==> config.mk <==
export PLATFORM = sky130hd
export DESIGN_NAME = alu_share_arbiter
export DESIGN_NICKNAME = d
export VERILOG_FILES = /design/src/rtl/alu_share_arbiter_pkg.sv /design/src/rtl/alu_share_arbiter_rr_arbiter2.sv /design/src/rtl/alu_share_arbiter.sv
export SDC_FILE = /design/constraint.sdc
export NUM_CORES = 1
export LEC_CHECK = 0
export BUFFER_PORTS_ARGS = -buffer_cell sky130_fd_sc_hd__buf_2
export CORE_AREA = 3 3 130 132
export CTS_CLUSTER_DIAMETER = 40
export DETAILED_ROUTE_END_ITERATION = 16
export DIE_AREA = 0 0 133 135
export PLACE_DENSITY = 0.6
export SYNTH_ARGS = -nofsm -noshare
export SYNTH_HDL_FRONTEND = slang
export SYNTH_SLANG_ARGS = --single-unit
==> constraint.sdc <==
create_clock -name clk -period 4.9 [get_ports clk]
set_clock_uncertainty 0.05 [all_clocks]
set_input_delay 0.49 -clock clk [delete_from_list [all_inputs] [get_ports clk]]
set_output_delay 0.49 -clock clk [all_outputs]
set_load 0.03 [all_outputs]
==> src/rtl/alu_share_arbiter_pkg.sv <==
// Shared constants for the ALU share arbiter: ALU op codes, legal-op bound and FSM encodings.
package alu_share_arbiter_pkg;

   localparam logic [3:0] ALU_ADD    = 4'b0000;
   localparam logic [3:0] ALU_SUB    = 4'b0001;
   localparam logic [3:0] ALU_AND    = 4'b0010;
   localparam logic [3:0] ALU_OR     = 4'b0011;
   localparam logic [3:0] ALU_XOR    = 4'b0100;
   localparam logic [3:0] ALU_SLT    = 4'b0101;
   localparam logic [3:0] ALU_SLTU   = 4'b0110;
   localparam logic [3:0] ALU_LUI_A  = 4'b0111;
   localparam logic [3:0] ALU_AUIPC  = 4'b1000;
   localparam logic [3:0] ALU_LUI    = 4'b1001;
   localparam logic [3:0] ALU_SLL    = 4'b1010;
   localparam logic [3:0] ALU_SRA    = 4'b1011;
   localparam logic [3:0] ALU_SRL    = 4'b1100;
   localparam logic [3:0] ALU_OP_MAX = 4'b1100;

   typedef logic [1:0] state_t;

   localparam state_t IDLE = 2'd0;
   localparam state_t EXEC = 2'd1;
   localparam state_t RESP = 2'd2;

endpackage

==> src/rtl/alu_share_arbiter_rr_arbiter2.sv <==
// Stateless two-way round-robin grant: the pointer (held by the parent) breaks ties.
module alu_share_arbiter_rr_arbiter2
   import alu_share_arbiter_pkg::*;
(
   input  logic       valid0,
   input  logic       valid1,
   input  logic       ptr,
   input  logic       en,
   output logic [1:0] grant
);

   always_comb begin
      grant = 2'b00;
      if (en) begin
         if (valid0 && valid1) begin
            grant = ptr ? 2'b10 : 2'b01;
         end else begin
            grant = {valid1, valid0};
         end
      end
   end

endmodule

==> src/rtl/alu_share_arbiter.sv <==
// Shares one external ALU between two requesters: round-robin accept, one-cycle execute,
// registered response with backpressure.
module alu_share_arbiter
   import alu_share_arbiter_pkg::*;
#(
   parameter int unsigned DATA_W = 32,
   parameter int unsigned OP_W   = 4,
   parameter int unsigned CNT_W  = 16
) (
   input  logic              clk,
   input  logic              reset,
   input  logic              req0_valid,
   output logic              req0_ready,
   input  logic [DATA_W-1:0] req0_a,
   input  logic [DATA_W-1:0] req0_b,
   input  logic [OP_W-1:0]   req0_op,
   output logic              rsp0_valid,
   input  logic              rsp0_ready,
   output logic [DATA_W-1:0] rsp0_result,
   output logic              rsp0_zero,
   output logic              rsp0_err,
   input  logic              req1_valid,
   output logic              req1_ready,
   input  logic [DATA_W-1:0] req1_a,
   input  logic [DATA_W-1:0] req1_b,
   input  logic [OP_W-1:0]   req1_op,
   output logic              rsp1_valid,
   input  logic              rsp1_ready,
   output logic [DATA_W-1:0] rsp1_result,
   output logic              rsp1_zero,
   output logic              rsp1_err,
   output logic [DATA_W-1:0] alu_a,
   output logic [DATA_W-1:0] alu_b,
   output logic [OP_W-1:0]   alu_ctrl,
   input  logic [DATA_W-1:0] alu_result,
   input  logic              alu_zero,
   output logic              busy,
   output logic [CNT_W-1:0]  op_count
);

   state_t            state_q, state_d;
   logic              ptr_q;
   logic              gnt_q;
   logic [1:0]        win;
   logic [DATA_W-1:0] a_q, b_q, result_q;
   logic [OP_W-1:0]   op_q;
   logic              zero_q, err_q;
   logic [CNT_W-1:0]  count_q;
   logic              accept, rsp_fire, op_legal;

   alu_share_arbiter_rr_arbiter2 u_arb (
      .valid0 (req0_valid),
      .valid1 (req1_valid),
      .ptr    (ptr_q),
      .en     (state_q == IDLE),
      .grant  (win)
   );

   assign accept     = |win;
   assign req0_ready = win[0];
   assign req1_ready = win[1];

   assign rsp0_valid = (state_q == RESP) && !gnt_q;
   assign rsp1_valid = (state_q == RESP) && gnt_q;
   assign rsp_fire   = gnt_q ? (rsp1_valid && rsp1_ready) : (rsp0_valid && rsp0_ready);
   assign op_legal   = (op_q <= OP_W'(ALU_OP_MAX));

   always_comb begin
      state_d = state_q;
      unique case (state_q)
         IDLE:    if (accept) state_d = EXEC;
         EXEC:    state_d = RESP;
         RESP:    if (rsp_fire) state_d = IDLE;
         default: state_d = IDLE;
      endcase
   end

   always_ff @(posedge clk or posedge reset) begin
      if (reset) begin
         state_q  <= IDLE;
         ptr_q    <= 1'b0;
         gnt_q    <= 1'b0;
         a_q      <= '0;
         b_q      <= '0;
         op_q     <= '0;
         result_q <= '0;
         zero_q   <= 1'b0;
         err_q    <= 1'b0;
         count_q  <= '0;
      end else begin
         state_q <= state_d;
         if ((state_q == IDLE) && accept) begin
            gnt_q <= win[1];
            a_q   <= win[1] ? req1_a  : req0_a;
            b_q   <= win[1] ? req1_b  : req0_b;
            op_q  <= win[1] ? req1_op : req0_op;
         end
         if (state_q == EXEC) begin
            // Illegal ops never reach the requester as ALU data, only as an error.
            if (op_legal) begin
               result_q <= alu_result;
               zero_q   <= alu_zero;
               err_q    <= 1'b0;
               count_q  <= count_q + CNT_W'(1);
            end else begin
               result_q <= '0;
               zero_q   <= 1'b0;
               err_q    <= 1'b1;
            end
         end
         if (rsp_fire) begin
            ptr_q <= ~gnt_q;
         end
      end
   end

   assign alu_a       = a_q;
   assign alu_b       = b_q;
   assign alu_ctrl    = op_q;
   assign rsp0_result = result_q;
   assign rsp0_zero   = zero_q;
   assign rsp0_err    = err_q;
   assign rsp1_result = result_q;
   assign rsp1_zero   = zero_q;
   assign rsp1_err    = err_q;
   assign busy        = (state_q != IDLE);
   assign op_count    = count_q;

endmodule

After elaboration in Yosys (flattened, before gate mapping)
Cells that the tools add are included.

Input bits: 175. Register bits after elaboration: 122. Word-level logic and storage cells: 42.

Magnitude comparators: 1. Eq/ne operators: 4. Reductions and logical operators: 12. Mux-type cells: 13. Bitwise logic cells: 1. $add $sub $neg: 1.

Operators by type and width (count): two-way mux 32 bit (3); adder 16 x 1 -> 16 bit (second input constant) (1); two-way mux 2 bit (5); logical AND 1 bit (6); one-hot mux 2 bit (3 select lines) (1); <= comparator 4 bit (second input constant) (1); two-way mux 4 bit (1); != test 2 bit (second input constant) (2); AND reduction 2 bit (2); two-way mux 1 bit (3); equality test 2 x 1 -> 1 bit (second input constant) (1); equality test 2 bit (second input constant) (1); logical NOT 2 bit (1); nonzero test 2 bit (1); OR reduction 2 bit (1); logical NOT 1 bit (1); inverter 1 bit (1).

Logic depth before layout (Yosys ltp)
Depth after elaboration: 6. Depth in mapped cells: 6.

Cells and area by module
A second synthesis with hierarchy kept.

Cell total of the unflattened synthesis: 489. Area, all modules: 5469.0 um2.

Modules (own cells, without submodules): alu_share_arbiter (area an instance 5447.7 um2, times used 1, cells an instance 484, seq. area each 3052.9 um2); alu_share_arbiter_rr_arbiter2 (area an instance 21.3 um2, times used 1, cells an instance 5, seq. area each 0.0 um2).

Least setup slack after synthesis
Ideal clock, no wire load.

Path kind: register -> output. Start point: register state_q[1]. End point: output req0_ready. Data arrival time: 1.143 ns. Path buffers: 2. Slack: 3.217 ns. Stages on the path, launching flop included: 5. Path through: dfrtp_1 -> nor2_1 -> and3_1 -> clkbuf_1 -> buf_2.

Longest elaborated chain between the ends: 2.

RTL lines: start: declaration (RTL line alu_share_arbiter.sv:41) `state_t state_q, state_d;`; start signal: assignment (RTL line alu_share_arbiter.sv:91) `state_q <= state_d;`; logical NOT 2 bit (RTL line alu_share_arbiter.sv:55) `.en (state_q == IDLE),`; two-way mux 2 bit (RTL line alu_share_arbiter_rr_arbiter2.sv:14) `if (en) begin`; end: declaration (RTL line alu_share_arbiter.sv:13) `output logic req0_ready,`.

No other way between the ends.

Worst setup path in the final report
Start point: register state_q[1]. End point: output req1_ready.

Longest elaborated chain between the ends: 2.

RTL lines: logical NOT 2 bit (RTL line alu_share_arbiter.sv:55); two-way mux 2 bit (RTL line alu_share_arbiter_rr_arbiter2.sv:14); end: declaration (RTL line alu_share_arbiter.sv:23) `output logic req1_ready,`.

No other way between the ends.

==> metrics <==
area of the multi-input gates 1730 sq um; final core utilization 0.463; DRC violations left 0; wire length of the first global-routing pass 25,200 um; DR pass1 iterations 4; worst relative slew slack 0.400; share of layout cells above drive strength 1 0.478; initial antenna violation count 1; DR iter-0 viols 141; Fill cells 1,529; Netlist cell types 28; Die ar. 18,000 sq um; n_diodes 0; area added between synthesis and finish 41.3%; net count of the mapped netlist 660; vias in the first global route 4,459; quantity of hold-fixing buffers added after cts 0; type of the worst setup path flop to output port; outcome complete, no violations; transition time at the pin with the least slew margin 0.897 ns; Final Critical Period 2.47 ns; top cell type by total area after synthesis sky130_fd_sc_hd__dfrtp_1; Worst Hold Path Cells 3; sum of met3 wire segment lengths after detailed routing 1570 um; storage element area 3050 sq um; mapped cell area 5190 sq um; clock-pin slew of the registers on the worst-case setup and hold paths 0.06 ns; total clock sinks 122; dominant cells by area after synthesis sky130_fd_sc_hd__dfrtp_1, sky130_fd_sc_hd__nand2_1, sky130_fd_sc_hd__a22oi_1; Largest delay share family, worst path simple AND/OR/NAND/NOR gates; worst hold-check path type input pin to flop; post-route ant nets 0; fraction of post-synthesis cell area in the top cell type by area 0.589; count of yosys warnings during synthesis 0; highest-count cells in the layout ignoring fill and taps sky130_fd_sc_hd__buf_2, sky130_fd_sc_hd__nand2_1, sky130_fd_sc_hd__dfrtp_1; count of buffering cells on the critical path with inverters included 1; Worst setup EP type output port; M1 WL 6500 um; count of port buffers added during placement 331; sequential element share of the synthesized area 0.589; Max H-tree Level 4; post-route worst hold slack 0.241 ns; y dimension of the die 135 um; post_cts resized 0; initial core utilization 0.328; Inserted Clock Buffers 17; DR WL met2 8330 um; worst r2r path cells 5; count of maximum capacitance violations 0; via total after detailed routing 4,685; largest net degree at the start of global routing 63; largest voltage drop on the vdd net 0.347 mV; area of the core 15,800 sq um; post-CTS setup buffer count 0; crit path cell chain nor2_1 -> and3_2 -> buf_2; Power Total 5.77 mW; total gr overflow 0; required time worst endpoint 4.36 ns; routed wirelength normalized by instance count 16.6 um; Slowest Stage Delay on Critical Path 0.53 ns; I/O pin count 332; maximum buffer depth of the clock tree 2; # setup viols final 0; final-report max-slew violation count 0; floorplan die width 133 um; All-Layer GR Usage 0.180; detailed placement HPWL 12,300 um; Finished Cell Area 7330 sq um; power density of the placed cells 787 nW/um^2; Placer Congestion 0.756; fmax 0.405 GHz; worst skew pair latency 0.41 ns; final number of hold-violating endpoints 0; Placement Cell Area 6790 sq um; gate count after technology mapping 484; worst path arrival time 1.93 ns; most frequent standard cell in the layout excluding fill and tap cells sky130_fd_sc_hd__buf_2; post-route clock period utilization 0.504; Crit path depth 3; clock tree root driver cell sky130_fd_sc_hd__clkbuf_16; final total negative setup slack 0 ns; # nets final 952; crit path launch type flop; RSZ-0062 raised after global routing no; average cell area after synthesis 10.7 sq um; Slowest-stage cell, CP sky130_fd_sc_hd__and3_2; FP Rows 46; synthesis-stage register bit count 122; LEAKAGE 4.10 nW; TritonCTS clock tree yes; vias per inst 4.68; Final Routed Wirelength 16,600 um; Max FO, Critical Path 21; uppermost signal routing layer after detailed routing met5
==> metrics by stage <==
stage | setup slack [ns] | cells
after floorplan | 1.12 | 484
after global placement | 2.71 | 973
after detailed placement | 2.68 | 973
after CTS | 2.39 | 1002
after global routing | 2.27 | 1002
final | 2.43 | 1002
==> final cells by class <==
cell class / instances / share of cell area
Clock buffer: 21 / 0.0642
Clock inverter: 8 / 0.00990
Inverter: 5 / 0.00290
Multi-Input combinational cell: 292 / 0.237
Sequential cell: 122 / 0.416
Tap cell: 216 / 0.0369
Timing Repair Buffer: 338 / 0.233
==> tightest hold or removal path: cells and delay by family <==
| kind | cells | cell delay (ns) |
|---|---|---|
| buf+inv | 1 | 0.07 |
| compound gates | 1 | 0.05 |
| simple gates | 1 | 0.05 |
==> power by group <==
group          switching, mW  total (mW)  internal [mW]
clock network          0.429        1.15          0.724
registers              0.283        1.74           1.46
logic                   2.04        2.88          0.839
==> metal layers <==
metal / vias up / global-route usage
met5: - / 0
met4: 2 / 0.0485
met3: 16 / 0.0700
met2: 235 / 0.301
met1: 2200 / 0.219
li1: 2232 / -
==> state kept, by name, indices dropped and copies added (netlist names) <==
name         flops
alu_ctrl         4
ptr_q            1
alu_b           32
rsp0_err         1
alu_a           32
state_q          2
rsp0_result     32
op_count        16
gnt_q            1
rsp0_zero        1
==> path summary, 6_finish.rpt <==
kind / from / endpoint / slack (ns)
setup / recovery: state_q[1] / req1_ready / 2.43
hold / removal: req1_b[8] / alu_b[8] / 0.24
setup reg to reg: state_q[1] / alu_b[22] / 2.68
hold reg to reg: alu_b[5] / alu_b[5] / 0.42
max in group asynchronous: reset / alu_ctrl[3] / 3.97
min in group asynchronous: reset / op_count[2] / 0.27
==> synth_stat cells <==
| master | instances |
|---|---|
| sky130_fd_sc_hd__nand2_1 | 142 |
| sky130_fd_sc_hd__dfrtp_1 | 122 |
| sky130_fd_sc_hd__a22oi_1 | 68 |
| sky130_fd_sc_hd__a22o_1 | 34 |
| sky130_fd_sc_hd__buf_4 | 34 |
| sky130_fd_sc_hd__buf_2 | 21 |
| sky130_fd_sc_hd__clkbuf_1 | 9 |
| sky130_fd_sc_hd__xnor2_1 | 9 |
| sky130_fd_sc_hd__xor2_1 | 6 |
| sky130_fd_sc_hd__inv_1 | 5 |
| sky130_fd_sc_hd__nand3_1 | 4 |
| sky130_fd_sc_hd__nor2_1 | 4 |
| sky130_fd_sc_hd__and3_1 | 3 |
| sky130_fd_sc_hd__and4_1 | 3 |
| sky130_fd_sc_hd__nand2b_1 | 3 |
| sky130_fd_sc_hd__nand4_1 | 3 |
| sky130_fd_sc_hd__mux2_2 | 2 |
| sky130_fd_sc_hd__nor3_1 | 2 |
| sky130_fd_sc_hd__a21oi_1 | 1 |
| sky130_fd_sc_hd__buf_1 | 1 |
| sky130_fd_sc_hd__ha_1 | 1 |
| sky130_fd_sc_hd__nand4b_1 | 1 |
| sky130_fd_sc_hd__nor3_2 | 1 |
| sky130_fd_sc_hd__nor4b_4 | 1 |
| sky130_fd_sc_hd__o211a_4 | 1 |
| sky130_fd_sc_hd__o21ai_0 | 1 |
| sky130_fd_sc_hd__o21ai_1 | 1 |
| sky130_fd_sc_hd__o21bai_1 | 1 |
==> logic make-up (layout without fill, tap and decap cells) <==
logic type	Yosys count	in the layout	synth area share
buffers and inverters	70	372	0.0803
AND/OR/NAND/NOR	167	167	0.136
multiplexers	2	2	0.00434
adder cells (fa/ha/maj)	1	1	0.00241
flip-flops	122	122	0.589
AO/OA/AOI/OAI	107	107	0.164
XOR/XNOR	15	15	0.0253
No activity file was read; power rests on OpenSTA's default activity.
